## src/rtl/uart_frame_rx_if.sv

```systemverilog
// Byte-in / frame-out handshake bundle for the UART frame parser.
interface uart_frame_rx_if #(
  parameter int FULL_DATA_SIZE = 40,
  parameter int BYTE_SIZE      = 8
);
  logic [BYTE_SIZE-1:0]      in_byte;
  logic                      in_valid;
  logic                      in_ready;
  logic [FULL_DATA_SIZE-1:0] full_data;
  logic                      out_valid;
  logic                      out_ready;
  logic                      crc_err;
  logic                      len_err;
  logic                      timeout_err;

  // Byte source / frame sink side.
  modport master (
    output in_byte, in_valid, out_ready,
    input  in_ready, full_data, out_valid, crc_err, len_err, timeout_err
  );

  // Parser side.
  modport slave (
    input  in_byte, in_valid, out_ready,
    output in_ready, full_data, out_valid, crc_err, len_err, timeout_err
  );
endinterface

```

## src/rtl/uart_frame_rx.sv

```systemverilog
// UART frame parser: hunts sync, captures {opt, len, data}, checks CRC-32
// (poly 04C11DB7, init all-ones, MSB-first, no reflection, no final XOR)
// and presents the frame on a valid/ready output.
module uart_frame_rx #(
  parameter int                   FULL_DATA_SIZE = 40,
  parameter int                   BYTE_SIZE      = 8,
  parameter int                   TIMEOUT_CYCLES = 1024,
  parameter logic [BYTE_SIZE-1:0] SYNC_BYTE      = 8'hFE
) (
  input logic            CLK,
  input logic            RST,
  uart_frame_rx_if.slave bus
);

  localparam int DATA_BYTES = (FULL_DATA_SIZE - 2*BYTE_SIZE) / BYTE_SIZE;
  localparam int IDLE_W     = $clog2(TIMEOUT_CYCLES);
  localparam int RXC_W      = 32 - BYTE_SIZE;
  localparam int OPT_MSB    = FULL_DATA_SIZE - 1;
  localparam int LEN_MSB    = FULL_DATA_SIZE - 1 - BYTE_SIZE;
  localparam int DAT_MSB    = FULL_DATA_SIZE - 1 - 2*BYTE_SIZE;

  localparam logic [31:0]          CRC_POLY     = 32'h04C11DB7;
  localparam logic [31:0]          CRC_INIT     = 32'hFFFFFFFF;
  localparam logic [BYTE_SIZE-1:0] DATA_BYTES_B = BYTE_SIZE'(DATA_BYTES);
  localparam logic [IDLE_W-1:0]    IDLE_LAST    = IDLE_W'(TIMEOUT_CYCLES - 1);

  typedef enum logic [2:0] {
    ST_SYNC, ST_OPT, ST_LEN, ST_DATA, ST_CSM, ST_OUT
  } state_t;

  state_t                    state_q, state_d;
  logic [31:0]               crc_q;
  logic [FULL_DATA_SIZE-1:0] full_q;
  logic [BYTE_SIZE-1:0]      byte_cnt_q;
  logic [1:0]                csm_cnt_q;
  logic [RXC_W-1:0]          rx_crc_q;
  logic [IDLE_W-1:0]         idle_q;
  logic                      crc_err_q, len_err_q, tmo_err_q;
  logic                      crc_err_d, len_err_d, tmo_err_d;
  logic                      acc, active, idle_hit;
  logic [BYTE_SIZE-1:0]      len_q;
  logic [31:0]               crc_upd;

  // One byte of MSB-first CRC-32, bit-serial unrolled.
  function automatic logic [31:0] crc32_byte(input logic [31:0] c,
                                             input logic [BYTE_SIZE-1:0] b);
    logic [31:0] r;
    logic        fb;
    r = c;
    for (int i = BYTE_SIZE-1; i >= 0; i--) begin
      fb = r[31] ^ b[i];
      r  = {r[30:0], 1'b0} ^ (fb ? CRC_POLY : 32'h0);
    end
    return r;
  endfunction

  assign acc      = bus.in_valid && bus.in_ready;
  assign active   = (state_q == ST_OPT) || (state_q == ST_LEN) ||
                    (state_q == ST_DATA) || (state_q == ST_CSM);
  assign idle_hit = (idle_q == IDLE_LAST);
  assign len_q    = full_q[LEN_MSB -: BYTE_SIZE];
  assign crc_upd  = crc32_byte(crc_q, bus.in_byte);

  assign bus.in_ready    = (state_q != ST_OUT);
  assign bus.out_valid   = (state_q == ST_OUT);
  assign bus.full_data   = full_q;
  assign bus.crc_err     = crc_err_q;
  assign bus.len_err     = len_err_q;
  assign bus.timeout_err = tmo_err_q;

  // State register.
  always_ff @(posedge CLK) begin
    if (RST) state_q <= ST_SYNC;
    else     state_q <= state_d;
  end

  // Next state and error strobes; an idle timeout overrides everything.
  always_comb begin
    state_d   = state_q;
    crc_err_d = 1'b0;
    len_err_d = 1'b0;
    tmo_err_d = 1'b0;
    if (active && !acc && idle_hit) begin
      state_d   = ST_SYNC;
      tmo_err_d = 1'b1;
    end else begin
      unique case (state_q)
        ST_SYNC: if (acc && bus.in_byte == SYNC_BYTE) state_d = ST_OPT;
        ST_OPT:  if (acc) state_d = ST_LEN;
        ST_LEN: begin
          if (acc) begin
            if (bus.in_byte == '0)                state_d = ST_CSM;
            else if (bus.in_byte <= DATA_BYTES_B) state_d = ST_DATA;
            else begin
              state_d   = ST_SYNC;
              len_err_d = 1'b1;
            end
          end
        end
        ST_DATA: if (acc && byte_cnt_q == len_q - 1'b1) state_d = ST_CSM;
        ST_CSM: begin
          if (acc && csm_cnt_q == 2'd3) begin
            if ({rx_crc_q, bus.in_byte} == crc_q) state_d = ST_OUT;
            else begin
              state_d   = ST_SYNC;
              crc_err_d = 1'b1;
            end
          end
        end
        ST_OUT:  if (bus.out_ready) state_d = ST_SYNC;
        default: state_d = ST_SYNC;
      endcase
    end
  end

  // Field capture and running CRC; nothing is written while a frame is held.
  always_ff @(posedge CLK) begin
    if (RST) begin
      crc_q      <= CRC_INIT;
      full_q     <= '0;
      byte_cnt_q <= '0;
      csm_cnt_q  <= '0;
      rx_crc_q   <= '0;
    end else if (acc) begin
      unique case (state_q)
        ST_SYNC: begin
          if (bus.in_byte == SYNC_BYTE) begin
            crc_q      <= CRC_INIT;
            full_q     <= '0;
            byte_cnt_q <= '0;
            csm_cnt_q  <= '0;
          end
        end
        ST_OPT: begin
          full_q[OPT_MSB -: BYTE_SIZE] <= bus.in_byte;
          crc_q                        <= crc_upd;
        end
        ST_LEN: begin
          full_q[LEN_MSB -: BYTE_SIZE] <= bus.in_byte;
          crc_q                        <= crc_upd;
        end
        ST_DATA: begin
          // Slot 0 sits in the most significant byte of the data field.
          for (int k = 0; k < DATA_BYTES; k++)
            if (byte_cnt_q == k[BYTE_SIZE-1:0])
              full_q[DAT_MSB - k*BYTE_SIZE -: BYTE_SIZE] <= bus.in_byte;
          crc_q      <= crc_upd;
          byte_cnt_q <= (byte_cnt_q == len_q - 1'b1) ? '0 : byte_cnt_q + 1'b1;
        end
        ST_CSM: begin
          rx_crc_q  <= {rx_crc_q[RXC_W-BYTE_SIZE-1:0], bus.in_byte};
          csm_cnt_q <= csm_cnt_q + 2'd1;
        end
        default: ;
      endcase
    end
  end

  // Inter-byte idle counter: restarts on every byte and every state change.
  always_ff @(posedge CLK) begin
    if (RST)                                   idle_q <= '0;
    else if (!active || acc || state_d != state_q) idle_q <= '0;
    else                                       idle_q <= idle_q + 1'b1;
  end

  // Single-cycle error pulses, registered one cycle after the cause.
  always_ff @(posedge CLK) begin
    if (RST) begin
      crc_err_q <= 1'b0;
      len_err_q <= 1'b0;
      tmo_err_q <= 1'b0;
    end else begin
      crc_err_q <= crc_err_d;
      len_err_q <= len_err_d;
      tmo_err_q <= tmo_err_d;
    end
  end

endmodule

```

## src/flat_wrapper.sv

```systemverilog
// flat-port wrapper written by rule: the top's interface ports become plain ports
module uart_frame_rx_flat 
#(
  parameter int                   FULL_DATA_SIZE = 40,
  parameter int                   BYTE_SIZE      = 8,
  parameter int                   TIMEOUT_CYCLES = 1024,
  parameter logic [BYTE_SIZE-1:0] SYNC_BYTE      = 8'hFE
)
  (CLK, RST, bus_in_byte, bus_in_valid, bus_out_ready, bus_in_ready, bus_full_data, bus_out_valid, bus_crc_err, bus_len_err, bus_timeout_err);
  uart_frame_rx_if #(.FULL_DATA_SIZE(FULL_DATA_SIZE), .BYTE_SIZE(BYTE_SIZE)) bus_i ();
  input logic CLK;
  input logic RST;
  input wire logic [$bits(bus_i.in_byte)-1:0] bus_in_byte;
  input wire logic [$bits(bus_i.in_valid)-1:0] bus_in_valid;
  input wire logic [$bits(bus_i.out_ready)-1:0] bus_out_ready;
  output wire logic [$bits(bus_i.in_ready)-1:0] bus_in_ready;
  output wire logic [$bits(bus_i.full_data)-1:0] bus_full_data;
  output wire logic [$bits(bus_i.out_valid)-1:0] bus_out_valid;
  output wire logic [$bits(bus_i.crc_err)-1:0] bus_crc_err;
  output wire logic [$bits(bus_i.len_err)-1:0] bus_len_err;
  output wire logic [$bits(bus_i.timeout_err)-1:0] bus_timeout_err;
  assign bus_i.in_byte = bus_in_byte;
  assign bus_i.in_valid = bus_in_valid;
  assign bus_i.out_ready = bus_out_ready;
  assign bus_in_ready = bus_i.in_ready;
  assign bus_full_data = bus_i.full_data;
  assign bus_out_valid = bus_i.out_valid;
  assign bus_crc_err = bus_i.crc_err;
  assign bus_len_err = bus_i.len_err;
  assign bus_timeout_err = bus_i.timeout_err;
  uart_frame_rx #(.FULL_DATA_SIZE(FULL_DATA_SIZE), .BYTE_SIZE(BYTE_SIZE), .TIMEOUT_CYCLES(TIMEOUT_CYCLES), .SYNC_BYTE(SYNC_BYTE)) u_core (.CLK(CLK), .RST(RST), .bus(bus_i));
endmodule
```

## config.mk

```make
export PLATFORM = sky130hd
export DESIGN_NAME = uart_frame_rx_flat
export DESIGN_NICKNAME = d
export VERILOG_FILES = /design/src/rtl/uart_frame_rx_if.sv /design/src/rtl/uart_frame_rx.sv /design/src/flat_wrapper.sv
export SDC_FILE = /design/constraint.sdc
export NUM_CORES = 1
export LEC_CHECK = 0
export CAP_MARGIN = 5
export CORE_ASPECT_RATIO = 0.5
export CORE_UTILIZATION = 52
export DETAILED_ROUTE_END_ITERATION = 16
export PLACE_DENSITY = 0.76
export SKIP_CTS_REPAIR_TIMING = 1
export SLEW_MARGIN = 20
export SYNTH_ARGS = -nofsm -noshare
export SYNTH_HDL_FRONTEND = slang
export SYNTH_SLANG_ARGS = --single-unit
```

## constraint.sdc

```tcl
create_clock -name CLK -period 2.4 [get_ports CLK]
set_clock_uncertainty 0.2 [all_clocks]
set_input_delay 0.24 -clock CLK [delete_from_list [all_inputs] [get_ports CLK]]
set_output_delay 0.24 -clock CLK [all_outputs]
set_load 0.005 [all_outputs]
```

After elaboration in Yosys (flattened, before gate mapping)
Cells that the tools add are included.
- register bits: 122
- logic and storage cells: 127
- $add $sub $neg: 4
- $lt $le $gt $ge: 1
- equality and inequality tests: 18
- mux-type cells: 36
- bitwise operators: 20
- reductions and logical operators: 34
- operators with widths (cell ; number):
    $xor 32x32->32 ; 8
    $mux 27 ; 8
    $pmux 32 s2 ; 1
    $pmux 24 s2 ; 1
    $pmux 8 s2 ; 3
    $mux 40 ; 1
    $mux 8 ; 5
    $eq 32x32->1 ; 1
    $mux 32 ; 1
    $mux 3 ; 9
    $pmux 3 s6 ; 1
    $logic_not 8->1 ; 2
    $reduce_and 3->1 ; 5
    $reduce_and 4->1 ; 3
    $add 10x1->10 const B ; 1
    $eq 10x10->1 const B ; 1
    $reduce_bool 2->1 ; 5
    $add 8x1->8 const B ; 1
    $eq 8x1->1 const B ; 1
    $eq 8x2->1 const B ; 1
    $eq 8x8->1 ; 1
    $eq 8x8->1 const B ; 1
    $le 8x2->1 const B ; 1
    $sub 8x1->8 const B ; 1
    23 further kinds ; 50

Depth between registers and ports, before layout
Gate-level depths: netlist (run 1).
- depth in word-level cells: 25
- depth in mapped cells: 8
- depth with buffers taken out: 8

Worst setup path after synthesis (run 1)
OpenSTA, ideal clock, no wires.
- path kind: register -> register
- from: register u_core.full_q[24] (netlist: u_core.bus.full_data[24])
- to: register u_core.state_q[2]
- arrival time: 2.094 ns
- data required time: 2.114 ns
- setup slack: 0.021 ns
- cell stages (with the launch flop): 7
- clock period less this slack: 2.379 ns
- cells stage by stage: dfxtp_1 -> or4_4 -> nor4bb_1 -> a311oi_1 -> a2111o_1 -> nand4bb_1 -> a211oi_1
- cells in the longest elaborated chain, start to end: 6
- RTL lines (item ; line ; text):
    from (decl) ; uart_frame_rx.sv:33 ; logic [FULL_DATA_SIZE-1:0] full_q;
    from (signal, indexed assignment) ; uart_frame_rx.sv:135 ; full_q[OPT_MSB -: BYTE_SIZE] <= bus.in_byte;
    from (signal, indexed assignment) ; uart_frame_rx.sv:139 ; full_q[LEN_MSB -: BYTE_SIZE] <= bus.in_byte;
    from (signal, indexed assignment) ; uart_frame_rx.sv:146 ; full_q[DAT_MSB - k*BYTE_SIZE -: BYTE_SIZE] <= bus.in_byte;
    $sub 8x1->8 ; uart_frame_rx.sv:100 ; ST_DATA: if (acc && byte_cnt_q == len_q - 1'b1) state_d = ST_CSM;
    $eq 8x8->1 ; uart_frame_rx.sv:100 ;
    $logic_and 1x1->1 ; uart_frame_rx.sv:100 ;
    $mux 3 ; uart_frame_rx.sv:100 ;
    $pmux 3 s6 ; uart_frame_rx.sv:87 ; unique case (state_q)
    $mux 3 ; uart_frame_rx.sv:83 ; if (active && !acc && idle_hit) begin
    to (signal assigned) ; uart_frame_rx.sv:74 ; else state_q <= state_d;
    to (decl) ; uart_frame_rx.sv:31 ; state_t state_q, state_d;
No other way between the ends.
A chain may end at the register's enable or synchronous reset.

Worst setup path after layout (run 1)
- from: register u_core.full_q[27] (netlist: u_core.bus.full_data[27])
- to: register u_core.byte_cnt_q[0]
- cells in the longest elaborated chain, start to end: 4
- RTL lines (item ; line ; text):
    $sub 8x1->8 ; uart_frame_rx.sv:148 ; byte_cnt_q <= (byte_cnt_q == len_q - 1'b1) ? '0 : byte_cnt_q + 1'b1;
    $eq 8x8->1 ; uart_frame_rx.sv:148 ;
    $mux 8 ; uart_frame_rx.sv:148 ;
    $pmux 8 s2 ; uart_frame_rx.sv:125 ; unique case (state_q)
    to (signal assigned) ; uart_frame_rx.sv:148 ;
    to (decl) ; uart_frame_rx.sv:34 ; logic [BYTE_SIZE-1:0] byte_cnt_q;
No other way between the ends.

==> flow_metrics.py, run 1 <==
metrics = {
    "setup_path": {
        "crit_arrival_ns": 2.67,
        "endpoint_kind": "flop",
        "worst-path-max-fanout": 7,
        "cp-start-kind": "flop",
        "required_ns": 2.54,
        "path_class": "reg -> reg",
    },
    "routing": {
        "wl_per_cell_um": 17.38,
        "drtIter0Drc": 534,
        "drt-pass1-iter-count": 6,
        "num_vias": 5507,
        "vias_per_cell": 5.614,
        "antenna_left": 0,
        "routed_wl_um": 17050,
        "drc": 0,
    },
    "synthesis": {
        "synth_edf_count": 0,
        "synth_cell_types": 55,
        "async_flop_share": 0,
        "yosys_register_bits": 122,
        "ys_seq_area_frac": 0.4027,
        "synth_top_area_frac": 0.4027,
        "synth_top_area_cell": "dfxtp_1",
        "synthTopCellsByCount": "122 x dfxtp_1, 86 x nand2_1, 66 x xnor2_1",
        "netlist_instances": 696,
        "synthMostInstantiatedCell": "dfxtp_1",
        "synth_area_sq_um": 6065,
        "syn_nets": 715,
        "synth_area_leaders": "dfxtp_1 40%, xnor2_1 9.5%, xor2_1 7.1%",
        "synthFlopType": "dfxtp_1",
        "ys_warn_count": 0,
        "syn_area_per_cell_sq_um": 8.713,
    },
    "place": {
        "io_buffers": 56,
        "place_hpwl_um": 11760,
        "gp_congestion": 0.9468,
        "place_inst": 947,
    },
    "clock_network": {
        "htree_levels": 4,
        "root_buffer": "clkbuf_16",
        "clk_latency_ns": 0.42,
        "clkTransAtPathRegs_ns": 0.06,
        "cts_tree": "done",
        "cts_made_buffers": 17,
        "cts_buffer_depth": 2,
        "cts.sinks": 122,
    },
    "global_route": {
        "track_usage": 0.2940,
        "grt_pass1_vias": 5375,
        "grt_max_degree": 45,
        "gr-total-overflow": 0,
        "antenna_found_initial": 0,
        "grt_pass1_wl_um": 27460,
    },
    "sta": {
        "slew_viol_final": 0,
        "hold_violations": 0,
        "fin_crit_ns": 2.533,
        "slew_headroom": 0.6448,
        "setup_violations": 10,
        "worst_slack_ns": -0.1329,
        "grt_setup_unrepaired": "yes",
        "tns_ns": -0.7597,
        "max_slew.worst_pin.slew_ns": 0.5308,
        "fin_crit_sh": 1.055,
        "fmax_mhz": 394.8,
    },
    "flow_run": {
        "drv_cap": 0,
    },
    "cells_and_area": {
        "finalNonFillerCells": 981,
        "fin_nets": 828,
        "layout-drive-gt1-share": 0.1655,
        "fillers": 842,
        "areaGrowthSynthToFinish_pct": 32.43,
        "diodes": 0,
        "post-route-util": 0.7183,
    },
    "floorplanning": {
        "die_area_sq_um": 12130,
        "initial_core_util": 0.5424,
        "io_pins": 57,
        "die_h_um": 78.37,
        "die_x_um": 154.7,
        "coreArea_sq_um": 11180,
        "std_cell_rows": 27,
    },
    "status": {
        "outcome": "complete, but fails checks",
        "violations": "setup timing",
    },
    "power_and_ir_drop": {
        "vdd_drop_max_uv": 478.1,
        "p_leak_nw": 2.897,
        "power.density_nw_per_um2": 649.8,
    },
    "min_path": {
        "hp-class": "in -> reg",
    },
}
[worst max-delay path, cell delays in order, from the launching register on]
cell and delay (ns):
dfxtp_1 0.31, or4_4 0.55, o221a_2 0.28, a311oi_1 0.31, a2111o_1 0.36, a21oi_4 0.10, buf_12 0.15, nor3_2 0.20
[state kept, by name, summed over array words and instances, names as in the netlist]
register and flops:
u_core.idle_q 10, u_core.bus.full_data 40, u_core.bus.crc_err 1, u_core.state_q 3, u_core.bus.len_err 1, u_core.crc_q 32, u_core.bus.timeout_err 1, u_core.csm_cnt_q 2
u_core.rx_crc_q 24, u_core.byte_cnt_q 8
[cells in the final DEF (no fill, tap or decap), drive strengths merged, types with 2 or more instances in the layout]
master / count
a32oi: 2
clkinv: 4
clkinvlp: 4
nand4: 6
nand2: 86
a211oi: 3
o22ai: 17
nor3: 18
xor2: 51
a311oi: 2
nand3: 26
a211o: 7
mux2i: 24
buf: 79
clkdlybuf4s50: 54
and2: 12
and3b: 2
bufinv: 4
xnor2: 70
inv: 9
ha: 7
a21oi: 55
nor4: 11
nor3b: 4
dfxtp: 122
clkbuf: 18
nand2b: 23
or4: 2
o21bai: 5
a31oi: 2
o21ai: 6
and3: 6
or2: 2
nor2: 60
[final cells by class]
class	instances	area (sq um)	share of cell area
Clock buffer	18	439.2	0.05468
Clock inverter	14	195.2	0.02430
Inverter	7	26.28	0.003272
Multi-Input combinational cell	526	3501	0.4359
Sequential cell	122	2442	0.3041
Tap cell	159	198.9	0.02477
Timing Repair Buffer	135	1229	0.1530
[worst paths after layout]
check / to / cells past startpoint / slack [ns] / start
max: u_core.byte_cnt_q[0] / 7 / -0.13 / u_core.bus.full_data[27]
min: u_core.bus.full_data[31] / 3 / 0.12 / bus_in_byte[7]
max reg2reg: u_core.byte_cnt_q[0] / 7 / -0.13 / u_core.bus.full_data[27]
min reg2reg: u_core.idle_q[0] / 1 / 0.25 / u_core.idle_q[0]
[through the flow]
step | worst slack [ns] | hold WS [ns] | total power [mW] | area [sq um]
finish | -0.1329 | 0.1205 | 5.219 | 8031
detailed placement | -0.2284 | 0.2401 | 2.480 | 7300
global placement | -0.2106 | 0.2343 | 2.474 | 7300
global route | -0.2020 | 0.1250 | 5.362 | 8031
floorplan | 0.02097 | 0.2175 | 2.333 | 6065
CTS | -0.1676 | -0.06310 | 5.229 | 7934
[cell families after synthesis]
group,after synthesis,share of synthesized area
flops,122,0.4027
fa+ha+maj,7,0.01444
xor+xnor,123,0.1917
mux,24,0.03961
buf+inv,48,0.03198
compound gates,108,0.1118
simple gates,264,0.2078
[metal layers]
metal  vias up  share of wire  wire (um)  track usage
li1       2598              -          -            -
met5         -              0          0            0
met2       230           0.46       7844       0.4738
met3        43          0.076       1289      0.08559
met1      2636           0.44       7518       0.3748
met4         0          0.023        395       0.1109
[where the power goes]
group	total (mW)	switching (mW)	internal, mW
Sequential	2.03	0.000941	2.03
Clock	2.77	1.00	1.77
Combinational	0.420	0.211	0.209
Note: power is estimated with default switching activity, not from simulation.
==> run 2: changes to the inputs <==
- CAP_MARGIN: 5 -> 20
==> results of run 2 <==
No change in the layout: final DEF, timing and power equal those of run 1.
==> run 3: changes to the inputs <==
- CTS_CLUSTER_DIAMETER: unset -> 150
- TNS_END_PERCENT: unset -> 20
==> run 3 against run 2 <==
Net effect:
- the run still ends with setup timing left
- sequential share of layout area unchanged
- setup slack better by 0.0031 ns
- die area is the same
- largest cell class unchanged
- first-iteration DRC count shrank 3.4%
- critical endpoint unchanged
- wire length about the same
- highest routed layer unchanged
==> flow_metrics.py, run 3 (synthesis results as in run 1) <==
metrics = {
    "global_route": {
        "grt_max_degree": 45,
        "track_usage": 0.2940,
        "antenna_found_initial": 0,
        "grt_pass1_wl_um": 27460,
        "gr-total-overflow": 0,
        "grt_pass1_vias": 5375,
    },
    "power_and_ir_drop": {
        "p_leak_nw": 2.897,
        "vdd_drop_max_uv": 478.6,
        "power_mw": 5.214,
        "power.density_nw_per_um2": 649.2,
    },
    "routing": {
        "routed_wl_um": 17050,
        "drt-pass1-iter-count": 5,
        "antenna_left": 0,
        "num_vias": 5480,
        "drtIter0Drc": 516,
        "drc": 0,
        "vias_per_cell": 5.586,
        "wl_per_cell_um": 17.38,
    },
    "cells_and_area": {
        "fillers": 842,
        "design_area_sq_um": 8031,
        "final_common_cell": "dfxtp_1",
        "post-route-util": 0.7183,
        "areaGrowthSynthToFinish_pct": 32.43,
        "largest_reg_flops": 40,
        "layout_common_cells": "122 x dfxtp_1, 86 x nand2_1, 72 x buf_4",
        "diodes": 0,
        "fin_nets": 828,
        "layout-drive-gt1-share": 0.1655,
    },
    "setup_path": {
        "worst-path-max-fanout": 7,
        "cp_slowest_stage_delay_ns": 0.55,
        "required_ns": 2.54,
        "crit_buf_inv": 1,
        "cp_slowest_cell": "or4_4",
        "cp-start-kind": "flop",
        "crit_family": "compound AO/OA/AOI/OAI gates",
        "path_class": "reg -> reg",
        "setup.reg_to_reg.worst_slack_ns": -0.13,
        "startpoint": "u_core.bus.full_data[27]",
        "rr_startpoint": "u_core.bus.full_data[27]",
        "reg2regPathDepth": 7,
        "crit_chain": "or4_4, o221a_2, a311oi_1, a2111o_1, a21oi_4, buf_12, nor3_2",
        "endpoint_kind": "flop",
        "crit_arrival_ns": 2.67,
        "cp.depth": 7,
    },
    "clock_network": {
        "cts.sinks": 122,
        "clkTransAtPathRegs_ns": 0.06,
        "clk_latency_ns": 0.42,
        "cts_tree": "done",
        "htree_levels": 4,
        "cts_made_buffers": 17,
        "root_buffer": "clkbuf_16",
        "cts_buffer_depth": 2,
    },
    "floorplanning": {
        "initial_core_util": 0.5424,
        "std_cell_rows": 27,
        "die_area_sq_um": 12130,
        "die_x_um": 154.7,
        "coreArea_sq_um": 11180,
        "die_h_um": 78.37,
        "io_pins": 57,
    },
    "min_path": {
        "hp-class": "in -> reg",
        "min_path_cells": 3,
        "min_from": "bus_in_byte[7]",
    },
    "sta": {
        "hold_violations": 0,
        "worst_slack_ns": -0.1298,
        "max_slew.worst_pin.slew_ns": 0.5419,
        "slew_headroom": 0.6374,
        "fin_crit_ns": 2.530,
        "fmax_mhz": 395.3,
        "slew_viol_final": 0,
        "tns_ns": -0.7322,
        "grt_setup_unrepaired": "yes",
        "fin_crit_sh": 1.054,
        "setup_violations": 10,
    },
    "place": {
        "io_buffers": 56,
        "place_ws_ns": -0.2284,
        "gp_congestion": 0.9468,
        "place_area_sq_um": 7300,
        "place_hpwl_um": 11760,
    },
    "status": {
        "outcome": "complete, but fails checks",
        "violations": "setup timing",
    },
    "flow_run": {
        "drv_cap": 0,
    },
}
==> run 3: cell counts in the layout (fill, tap and decap cells not counted) <==
No cell type changed its count.
==> run 3: stage by stage <==
step / hold slack, ns / std cells
floorplan: 0.2175 / 696
global placement: 0.2343 / 947
detailed placement: 0.2401 / 947
CTS: -0.06310 / 979
global route: 0.1250 / 981
finish: 0.1113 / 981
==> run 3: cell type report <==
type | instances | area [sq um] | area share
clock buffers | 18 | 439.2 | 0.05468
clock inverters | 14 | 195.2 | 0.02430
inverters | 7 | 26.28 | 0.003272
multi-input cells | 526 | 3501 | 0.4359
flip-flops and latches | 122 | 2442 | 0.3041
well taps | 159 | 198.9 | 0.02477
repair buffers | 135 | 1229 | 0.1530
==> run 3: per-layer routing <==
metal	GRT usage	vias up	wire length, um
li1	-	2599	-
met1	0.3748	2636	7641
met2	0.4738	208	7883
met3	0.08559	37	1149
met4	0.1109	0	376
met5	0	-	0
==> run 3: path summary, 6_finish.rpt <==
kind	to
max reg2reg	u_core.byte_cnt_q[0]
min	u_core.bus.full_data[31]
max	u_core.byte_cnt_q[0]
min reg2reg	u_core.idle_q[0]
==> run 3: power breakdown <==
part	internal (mW)	total (mW)	switching [mW]
Sequential	2.03	2.03	0.000931
Combinational	0.209	0.419	0.210
Clock	1.77	2.77	0.999
Total	4.00	5.21	1.21
==> run 3: worst min-delay path, delay by kind of cell <==
kind,cells,cell delay [ns]
buf+inv,1,0.24
simple gates,1,0.13
compound gates,1,0.07
